`config.mk`:
```
export PLATFORM = sky130hd
export DESIGN_NAME = image_frame_loader
export DESIGN_NICKNAME = d
export VERILOG_FILES = /design/src/rtl/image_frame_loader.sv
export SDC_FILE = /design/constraint.sdc
export NUM_CORES = 1
export LEC_CHECK = 0
export CELL_PAD_IN_SITES_DETAIL_PLACEMENT = 0
export CELL_PAD_IN_SITES_GLOBAL_PLACEMENT = 1
export CORE_UTILIZATION = 38
export DETAILED_ROUTE_END_ITERATION = 6
export GPL_TIMING_DRIVEN = 0
export PLACE_DENSITY_LB_ADDON = 0.1
export SLEW_MARGIN = 20
export SYNTH_ARGS = -nofsm -noshare
export SYNTH_HDL_FRONTEND = slang
export SYNTH_SLANG_ARGS = --single-unit
```
`constraint.sdc`:
```
create_clock -name clk -period 2.47 [get_ports clk]
set_input_delay 0.6175 -clock clk [delete_from_list [all_inputs] [get_ports clk]]
set_output_delay 0.6175 -clock clk [all_outputs]
set_load 0.02 [all_outputs]
```
`src/rtl/image_frame_loader.sv`:
```
// image_frame_loader: loads one NUM_PIXELS-byte frame into image RAM, starts inference, latches the result.
// Define SYNC_HDR_EN to require a 0xAA,0x55 header before every frame.
module image_frame_loader #(
    parameter int NUM_PIXELS     = 784,
    parameter int ADDR_W         = 10,
    parameter int TIMEOUT_CYCLES = 1_000_000,
    parameter int TO_W           = 20
) (
    input  logic              clk,
    input  logic              rst,
    input  logic [7:0]        rx_data_i,
    input  logic              rx_valid_i,
    output logic              rx_ready_o,
    output logic [ADDR_W-1:0] img_wr_addr_o,
    output logic [7:0]        img_wr_data_o,
    output logic              img_wr_en_o,
    output logic              inf_start_o,
    input  logic              inf_done_i,
    input  logic [3:0]        inf_digit_i,
    output logic              busy_o,
    output logic [3:0]        result_digit_o,
    output logic              result_valid_o,
    output logic              frame_err_o
);
`ifdef SYNC_HDR_EN
    typedef enum logic [2:0] {HDR0, HDR1, LOAD, START, WAIT_DONE} state_t;
    localparam state_t ARM = HDR0;
`else
    typedef enum logic [1:0] {LOAD, START, WAIT_DONE} state_t;
    localparam state_t ARM = LOAD;
`endif

    state_t              state_q;
    logic [ADDR_W-1:0]   pix_cnt_q;
    logic [TO_W-1:0]     gap_q, gap_d;
    logic                rx_ready_q, img_wr_en_q, inf_start_q, busy_q, result_valid_q, frame_err_q;
    logic [ADDR_W-1:0]   img_wr_addr_q;
    logic [7:0]          img_wr_data_q;
    logic [3:0]          result_digit_q;
    logic                accept, last_pix, timeout;

    always_comb begin
        accept   = rx_valid_i & rx_ready_q;
        last_pix = pix_cnt_q == ADDR_W'(NUM_PIXELS - 1);
        gap_d    = gap_q + 1'b1;
        timeout  = gap_d == TO_W'(TIMEOUT_CYCLES);
    end

    // rx_ready is registered, so it must already reflect the state entered at this edge
    always_ff @(posedge clk or posedge rst) begin
        if (rst) begin
            state_q        <= ARM;
            pix_cnt_q      <= '0;
            gap_q          <= '0;
            rx_ready_q     <= 1'b0;
            img_wr_en_q    <= 1'b0;
            img_wr_addr_q  <= '0;
            img_wr_data_q  <= '0;
            inf_start_q    <= 1'b0;
            busy_q         <= 1'b0;
            result_digit_q <= '0;
            result_valid_q <= 1'b0;
            frame_err_q    <= 1'b0;
        end else begin
            rx_ready_q  <= 1'b1;
            img_wr_en_q <= 1'b0;
            inf_start_q <= 1'b0;
            frame_err_q <= 1'b0;
            case (state_q)
`ifdef SYNC_HDR_EN
                HDR0: if (accept && rx_data_i == 8'hAA) state_q <= HDR1;
                HDR1: if (accept) state_q <= rx_data_i == 8'h55 ? LOAD : rx_data_i == 8'hAA ? HDR1 : HDR0;
`endif
                LOAD: begin
                    if (accept) begin
                        img_wr_en_q   <= 1'b1;
                        img_wr_addr_q <= pix_cnt_q;
                        img_wr_data_q <= rx_data_i;
                        gap_q         <= '0;
                        if (pix_cnt_q == '0) begin
                            busy_q         <= 1'b1;
                            result_valid_q <= 1'b0;
                        end
                        if (last_pix) begin
                            pix_cnt_q  <= '0;
                            rx_ready_q <= 1'b0;
                            state_q    <= START;
                        end else begin
                            pix_cnt_q <= pix_cnt_q + 1'b1;
                        end
                    end else if (pix_cnt_q != '0) begin
                        if (timeout) begin
                            frame_err_q <= 1'b1;
                            pix_cnt_q   <= '0;
                            gap_q       <= '0;
                            busy_q      <= 1'b0;
                            state_q     <= ARM;
                        end else begin
                            gap_q <= gap_d;
                        end
                    end
                end
                START: begin
                    inf_start_q <= 1'b1;
                    rx_ready_q  <= 1'b0;
                    state_q     <= WAIT_DONE;
                end
                WAIT_DONE: begin
                    rx_ready_q <= inf_done_i;
                    if (inf_done_i) begin
                        result_digit_q <= inf_digit_i;
                        result_valid_q <= 1'b1;
                        busy_q         <= 1'b0;
                        state_q        <= ARM;
                    end
                end
                default: state_q <= ARM;
            endcase
        end
    end

    assign rx_ready_o     = rx_ready_q;
    assign img_wr_en_o    = img_wr_en_q;
    assign img_wr_addr_o  = img_wr_addr_q;
    assign img_wr_data_o  = img_wr_data_q;
    assign inf_start_o    = inf_start_q;
    assign busy_o         = busy_q;
    assign result_digit_o = result_digit_q;
    assign result_valid_o = result_valid_q;
    assign frame_err_o    = frame_err_q;
endmodule

```
==> summary.md, run 1 <==
| Metric | Value |
|---|---|
| Status | finished, violations left |
| Failing checks | negative setup slack |
| Routed len/inst | 16.4 µm |
| Io pins | 44 |
| CTS root buf | clkbuf_8 |
| Syn Nets | 379 |
| Post-DP HPWL | 5.84 mm |
| DRT iter0 DRCs | 137 |
| Crit path setup slack, layout | -93.3 ps |
| CP Capture Type | flip-flop |
| Setup TNS | -920 ps |
| Total global-route track usage | 21.7% |
| Main synth FF type | dfrtp_1 |
| Final core occ | 54.1% |
| Synth-to-layout area growth | 37.5% |
| Crit Path Max Fanout | 7 |
| WHS | 476 ps |
| Final wirelength | 8.89 mm |
| Type of the worst min-delay path | flip-flop to flip-flop |
| Avg Cell Area, Syn | 9.04 µm² |
| WP data arrival | 2800 ps |
| Worst-margin pin slew | 709 ps |
| Yosys top cell by area | dfrtp_1 |
| DIE HEIGHT | 94.4 µm |
| Die area | 0.00892 mm² |
| CTS Buffer Depth | 2 |
| Critical path data required time | 2710 ps |
| Fraction of layout cells with a size suffix above 1 | 22.2% |
| Yosys top cell area share | 46.2% |
| TritonCTS Sinks | 60 |
| Critical Path Max Stage Delay | 470 ps |
| Final #Nets | 452 |
| Die X | 94.4 µm |
| CTS clk-pin slew, worst paths | 70 ps |
| RD Place Congestion | 0.825 |
| Initial antenna violation count | 0 |
| Htree depth | 3 |
| Grt total ovfl | 0 |
| Top cells by count, synth | nand2_1, dfrtp_1, nand3_1, a21oi_1, nand4_1 |
| Final Max Tran Viols | 0 |
| Max Freq | 390 MHz |
| Vias | 3001 |
| Final Cell Area | 0.00446 mm² |
| Yosys reg bits | 60 |
| CP max stage cell | or4_4 |
| Total CTS buffers | 9 |
| Worst-skew pair later-pin latency | 350 ps |
| CTS tree | yes |
| Min cycle time layout | 2560 ps |
| Diode count | 0 |
| # DRC | 0 |
| Core ar. | 0.00826 mm² |
| Setup Viol. Count Final | 21 |
| Synth async-reset ratio | 100% |
| ANT nets after route | 0 |
| Leak Pwr | 1.90 nW |
| Num rows | 33 |
| Worst Setup Slack post-DPL | -422 ps |
| Met3 Track Usage GR | 4.03% |
| Max-cap violations | 0 |
| PD cells | 662 mW/mm² |
| Post-synth EDFFs | 0 |
| Grt peak-use layer | met2 |
| Crit start category | flip-flop |
| CTS Hold Bufs | 0 |
| Global-route wire length before repair | 14.5 mm |
| GR Util met2 | 32.9% |
| Number of synthesis warnings | 0 |
| Largest net degree at the start of global routing | 45 |
| Max-Slew Margin vs Limit | 52.8% |
| Peak supply drop | 332 µV |
| Number of vias per cell | 5.54 |
| Vias in the first global route | 2834 |
| Synth top area cells | dfrtp_1, nand2_1, o2bb2ai_1 |
| Seq/Total Area, Yosys | 46.2% |
| # port buffers | 43 |
| Worst-path cell chain | ha_4 -> buf_4 -> xnor2_1 -> a41oi_1 -> or4_4 -> a221oi_4 -> and4_4 -> o21ai_4 -> a22o_1 |
| Synth Instances | 359 |
| Met1 usage | 30.4% |
| Synth unique cells | 56 |
| Effective utilization at floorplan | 39.3% |
| Final cycle utilization of the critical path | 104% |
| Worst Skew | 6.14 ps |
| Detailed Routing Iterations Pass 1 | 5 |
| Final hold viol count | 0 |
| DP Area | 0.00385 mm² |
| RSZ-0062 raised after global routing | true |
| Critical setup path kind | flip-flop to flip-flop |
| Most numerous cell in the Yosys netlist | nand2_1 |
| Post-Syn Area | 0.00325 mm² |
[stage by stage]
| stage | cells | power, W |
|---|---|---|
| 2_1_floorplan | 359 | 0.00157 |
| 3_3_place_gp | 507 | 0.00181 |
| 3_5_place_dp | 508 | 0.00183 |
| 4_1_cts | 538 | 0.00292 |
| 5_1_grt | 542 | 0.00311 |
| 6_report | 542 | 0.00295 |
[kinds of logic after synthesis]
group	synth area share, %
buffers and inverters	3.51
AOI/OAI and AO/OA	16.0
and+or+nand+nor	29.6
adders and majority gates	1.54
xor gates and xnor gates	1.08
DFF	46.2
muxes	2.04
[routing by layer]
layer | vias to the layer above | part of all wire [%]
li1 | 1457 | -
met1 | 1455 | 48
met2 | 77 | 46
met3 | 12 | 5.0
met4 | 0 | 1.3
met5 | - | 0
[sequential cells by signal, summed over array words and instances, names as in the netlist, 2 cells and up]
| name | flops |
|---|---|
| state_q | 2 |
| gap_q | 20 |
| result_digit_o | 4 |
| img_wr_data_o | 8 |
| pix_cnt_q | 10 |
| img_wr_addr_o | 10 |
[worst max-delay path: cells and delay by family, from the launching register on]
| kind | cells | cell delay [ps] |
|---|---|---|
| fa+ha+maj | 1 | 170 |
| xor+xnor | 1 | 140 |
| simple gates | 2 | 820 |
| flops | 1 | 440 |
| compound gates | 4 | 740 |
| buf+inv | 1 | 140 |
[worst paths after layout]
| path | slack, ps | cells past startpoint | startpoint | to |
|---|---|---|---|---|
| min | 480 | 2 | img_wr_addr_o[5] | img_wr_addr_o[5] |
| max | -90 | 9 | gap_q[1] | pix_cnt_q[2] |
| min in group asynchronous | 550 | 2 | rst | result_digit_o[2] |
| max in group asynchronous | 1400 | 3 | rst | gap_q[0] |
| min reg2reg | 480 | 2 | img_wr_addr_o[5] | img_wr_addr_o[5] |
| max reg2reg | -90 | 9 | gap_q[1] | pix_cnt_q[2] |
[where the power goes]
group | leakage (nW) | switching [W] | internal (W) | total (W)
Sequential | 0.787 | 0.000112 | 0.00109 | 0.00120
Combinational | 0.998 | 0.000393 | 0.000339 | 0.000732
Clock | 0.116 | 0.000425 | 0.000595 | 0.00102
[cell type report]
type | count | area, µm²
multi-input combinational | 275 | 1830
tap | 105 | 131
clock inverter | 6 | 87.6
inverter | 10 | 40.0
fill | 739 | 3790
buffer | 14 | 104
timing repair buffer | 62 | 621
clock buffer | 10 | 138
sequential | 60 | 1510
[layout by cell type, fill, tap and decap left out, drive strengths merged, types with 6 or more instances in the layout]
cell type,count
nand2,93
dfrtp,60
clkdlybuf4s50,43
buf,27
nand3,18
clkbuf,16
o21ai,15
nand4,14
a21oi,12
nor3,11
nor2,10
a31oi,10
o2bb2ai,10
inv,9
or4,7
nand2b,6
[timing repair]
action	CTS	global route
gates resized for setup	15	42
buffers inserted	14	4
setup endpoints to repair	32	31
pin swaps	14	11
Note: power is estimated with default switching activity, not from simulation.
==> run 2, diff against run 1 <==
Settings changed: CORE_ASPECT_RATIO set to 1.2.
==> run 2 against run 1 <==
Routed wire length fell by 0.38%. The flow still finishes with violations (negative setup slack). Non-clock buffer count fell by 7. Clock skew grew 4.5 ps. Critical path type unchanged. Utilization fell by 0.78 points. Fmax is 0.63% lower. Largest power group unchanged. Global-route usage decreased by 0.51 points. Sequential cell count unchanged. Die area hardly changed.
==> summary.md, run 2 (same netlist as run 1, synthesis figures left out) <==
| Metric | Value |
|---|---|
| Failing checks | negative setup slack |
| Leak Pwr | 1.87 nW |
| ANT nets after route | 0 |
| Routed len/inst | 16.3 µm |
| Global-route wire length before repair | 14.2 mm |
| Flop pwr share | 42.1% |
| Num rows | 36 |
| Worst-skew pair later-pin latency | 340 ps |
| Final #Nets | 445 |
| Vias | 3005 |
| Crit start category | flip-flop |
| CTS clk-pin slew, worst paths | 70 ps |
| Share of power burned in the clock network | 33.7% |
| Worst hold stages | 2 |
| Vias in the first global route | 2763 |
| Logic pwr share | 24.2% |
| DIE HEIGHT | 103 µm |
| TritonCTS Sinks | 60 |
| DRT iter0 DRCs | 191 |
| Total CTS buffers | 9 |
| Switching share of power | 31.1% |
| Initial antenna violation count | 0 |
| CTS root buf | clkbuf_8 |
| Detailed Routing Iterations Pass 1 | 5 |
| CP Capture Type | flip-flop |
| Crit Path Max Fanout | 7 |
| Final Max Tran Viols | 0 |
| Peak supply drop | 435 µV |
| Grt total ovfl | 0 |
| Total global-route track usage | 21.2% |
| Core ar. | 0.00820 mm² |
| Max-cap violations | 0 |
| R2R depth | 8 |
| Worst-margin pin slew | 671 ps |
| Setup TNS | -1490 ps |
| Type of the worst min-delay path | flip-flop to flip-flop |
| PD cells | 654 mW/mm² |
| RSZ-0062 raised after global routing | true |
| Max Freq | 388 MHz |
| Final hold viol count | 0 |
| Max reg flops | 20 |
| Biggest register | gap_q |
| Critical setup path kind | flip-flop to flip-flop |
| Largest net degree at the start of global routing | 43 |
| Htree depth | 3 |
| CTS tree | yes |
| Critical path data required time | 2710 ps |
| Min cycle time layout | 2580 ps |
| # DRC | 0 |
| Post-DP HPWL | 5.84 mm |
| Status | finished, violations left |
| Io pins | 44 |
| Crit path setup slack, layout | -109 ps |
| Setup Viol. Count Final | 24 |
| Die X | 86.4 µm |
| Final cycle utilization of the critical path | 104% |
| Sw Pwr | 0.000888 W |
| Highest-count cells in the layout ignoring fill and taps | nand2_1, dfrtp_1, clkdlybuf4s50_1 |
| Worst Skew | 10.6 ps |
| Most common cell after layout, fill and taps aside | nand2_1 |
| Number of vias per cell | 5.53 |
| WP data arrival | 2820 ps |
| CTS Buffer Depth | 2 |
| Max-Slew Margin vs Limit | 55.3% |
| Final core occ | 53.3% |
| Pint | 0.00197 W |
| Diode count | 0 |
| Die area | 0.00892 mm² |
| # port buffers | 43 |
| Fraction of layout cells with a size suffix above 1 | 18.2% |
| RD Place Congestion | 0.809 |
| Final wirelength | 8.86 mm |
| Synth-to-layout area growth | 34.5% |
| Effective utilization at floorplan | 39.6% |
==> run 2: final timing paths <==
check	to	slack, ps	from
max	pix_cnt_q[2]	-110	gap_q[1]
min reg2reg	img_wr_data_o[5]	480	img_wr_data_o[5]
min in group asynchronous	gap_q[15]	570	rst
max in group asynchronous	gap_q[5]	1380	rst
min	img_wr_data_o[5]	480	img_wr_data_o[5]
max reg2reg	pix_cnt_q[2]	-110	gap_q[1]
==> run 2: power groups by stage <==
stage	clock network (W)	logic, W	registers (W)
4_1_cts	0.000994	0.000652	0.00120
6_report	0.000964	0.000692	0.00120
2_1_floorplan	0	0.000307	0.00126
5_1_grt	0.00104	0.000758	0.00122
3_5_place_dp	0	0.000610	0.00122
3_3_place_gp	0	0.000598	0.00122
==> run 2: cell type report <==
cell class	instances	area (µm²)
well taps	114	143
multi-input cells	275	1790
clock buffers	14	183
flip-flops and latches	60	1510
inverters	10	40.0
plain buffers	14	91.3
fillers	792	3830
clock inverters	1	30.0
repair buffers	55	582
==> run 2: worst max-delay path: stages, from the launching register on <==
cell,delay [ps]
dfrtp_2,420
ha_4,160
nand4_1,100
or2_4,260
or4b_4,510
a221oi_4,330
and4_4,340
o21ai_4,110
a22o_1,230
==> run 2: timing repair <==
item	in CTS	in global routing
endpoints found under the hold margin	0	0
buffers inserted	9	1
setup endpoints to repair	32	32
pin swaps	20	17
gates cloned	0	1
hold buffers	0	0
gates resized for setup	16	25
==> run 2: routing by layer <==
metal	GRT usage (%)	vias to the layer above	routed length, µm
met5	0	-	0
met3	4.60	14	297
met2	33.5	71	4320
li1	-	1451	-
met4	9.49	0	186
met1	28.2	1469	4050
==> run 2: through the flow <==
| stage | area (µm²) | setup WS [ps] | total power, W | hold slack, ps | std cells |
|---|---|---|---|---|---|
| 6_report | 4370 | -109 | 0.00286 | 476 | 543 |
| 5_1_grt | 4370 | -206 | 0.00301 | 496 | 543 |
| 4_1_cts | 4220 | -118 | 0.00284 | 481 | 541 |
| 3_5_place_dp | 3860 | -455 | 0.00183 | 461 | 517 |
| 3_3_place_gp | 3830 | -1080 | 0.00181 | 460 | 516 |
| 2_1_floorplan | 3260 | -24.9 | 0.00157 | 485 | 359 |
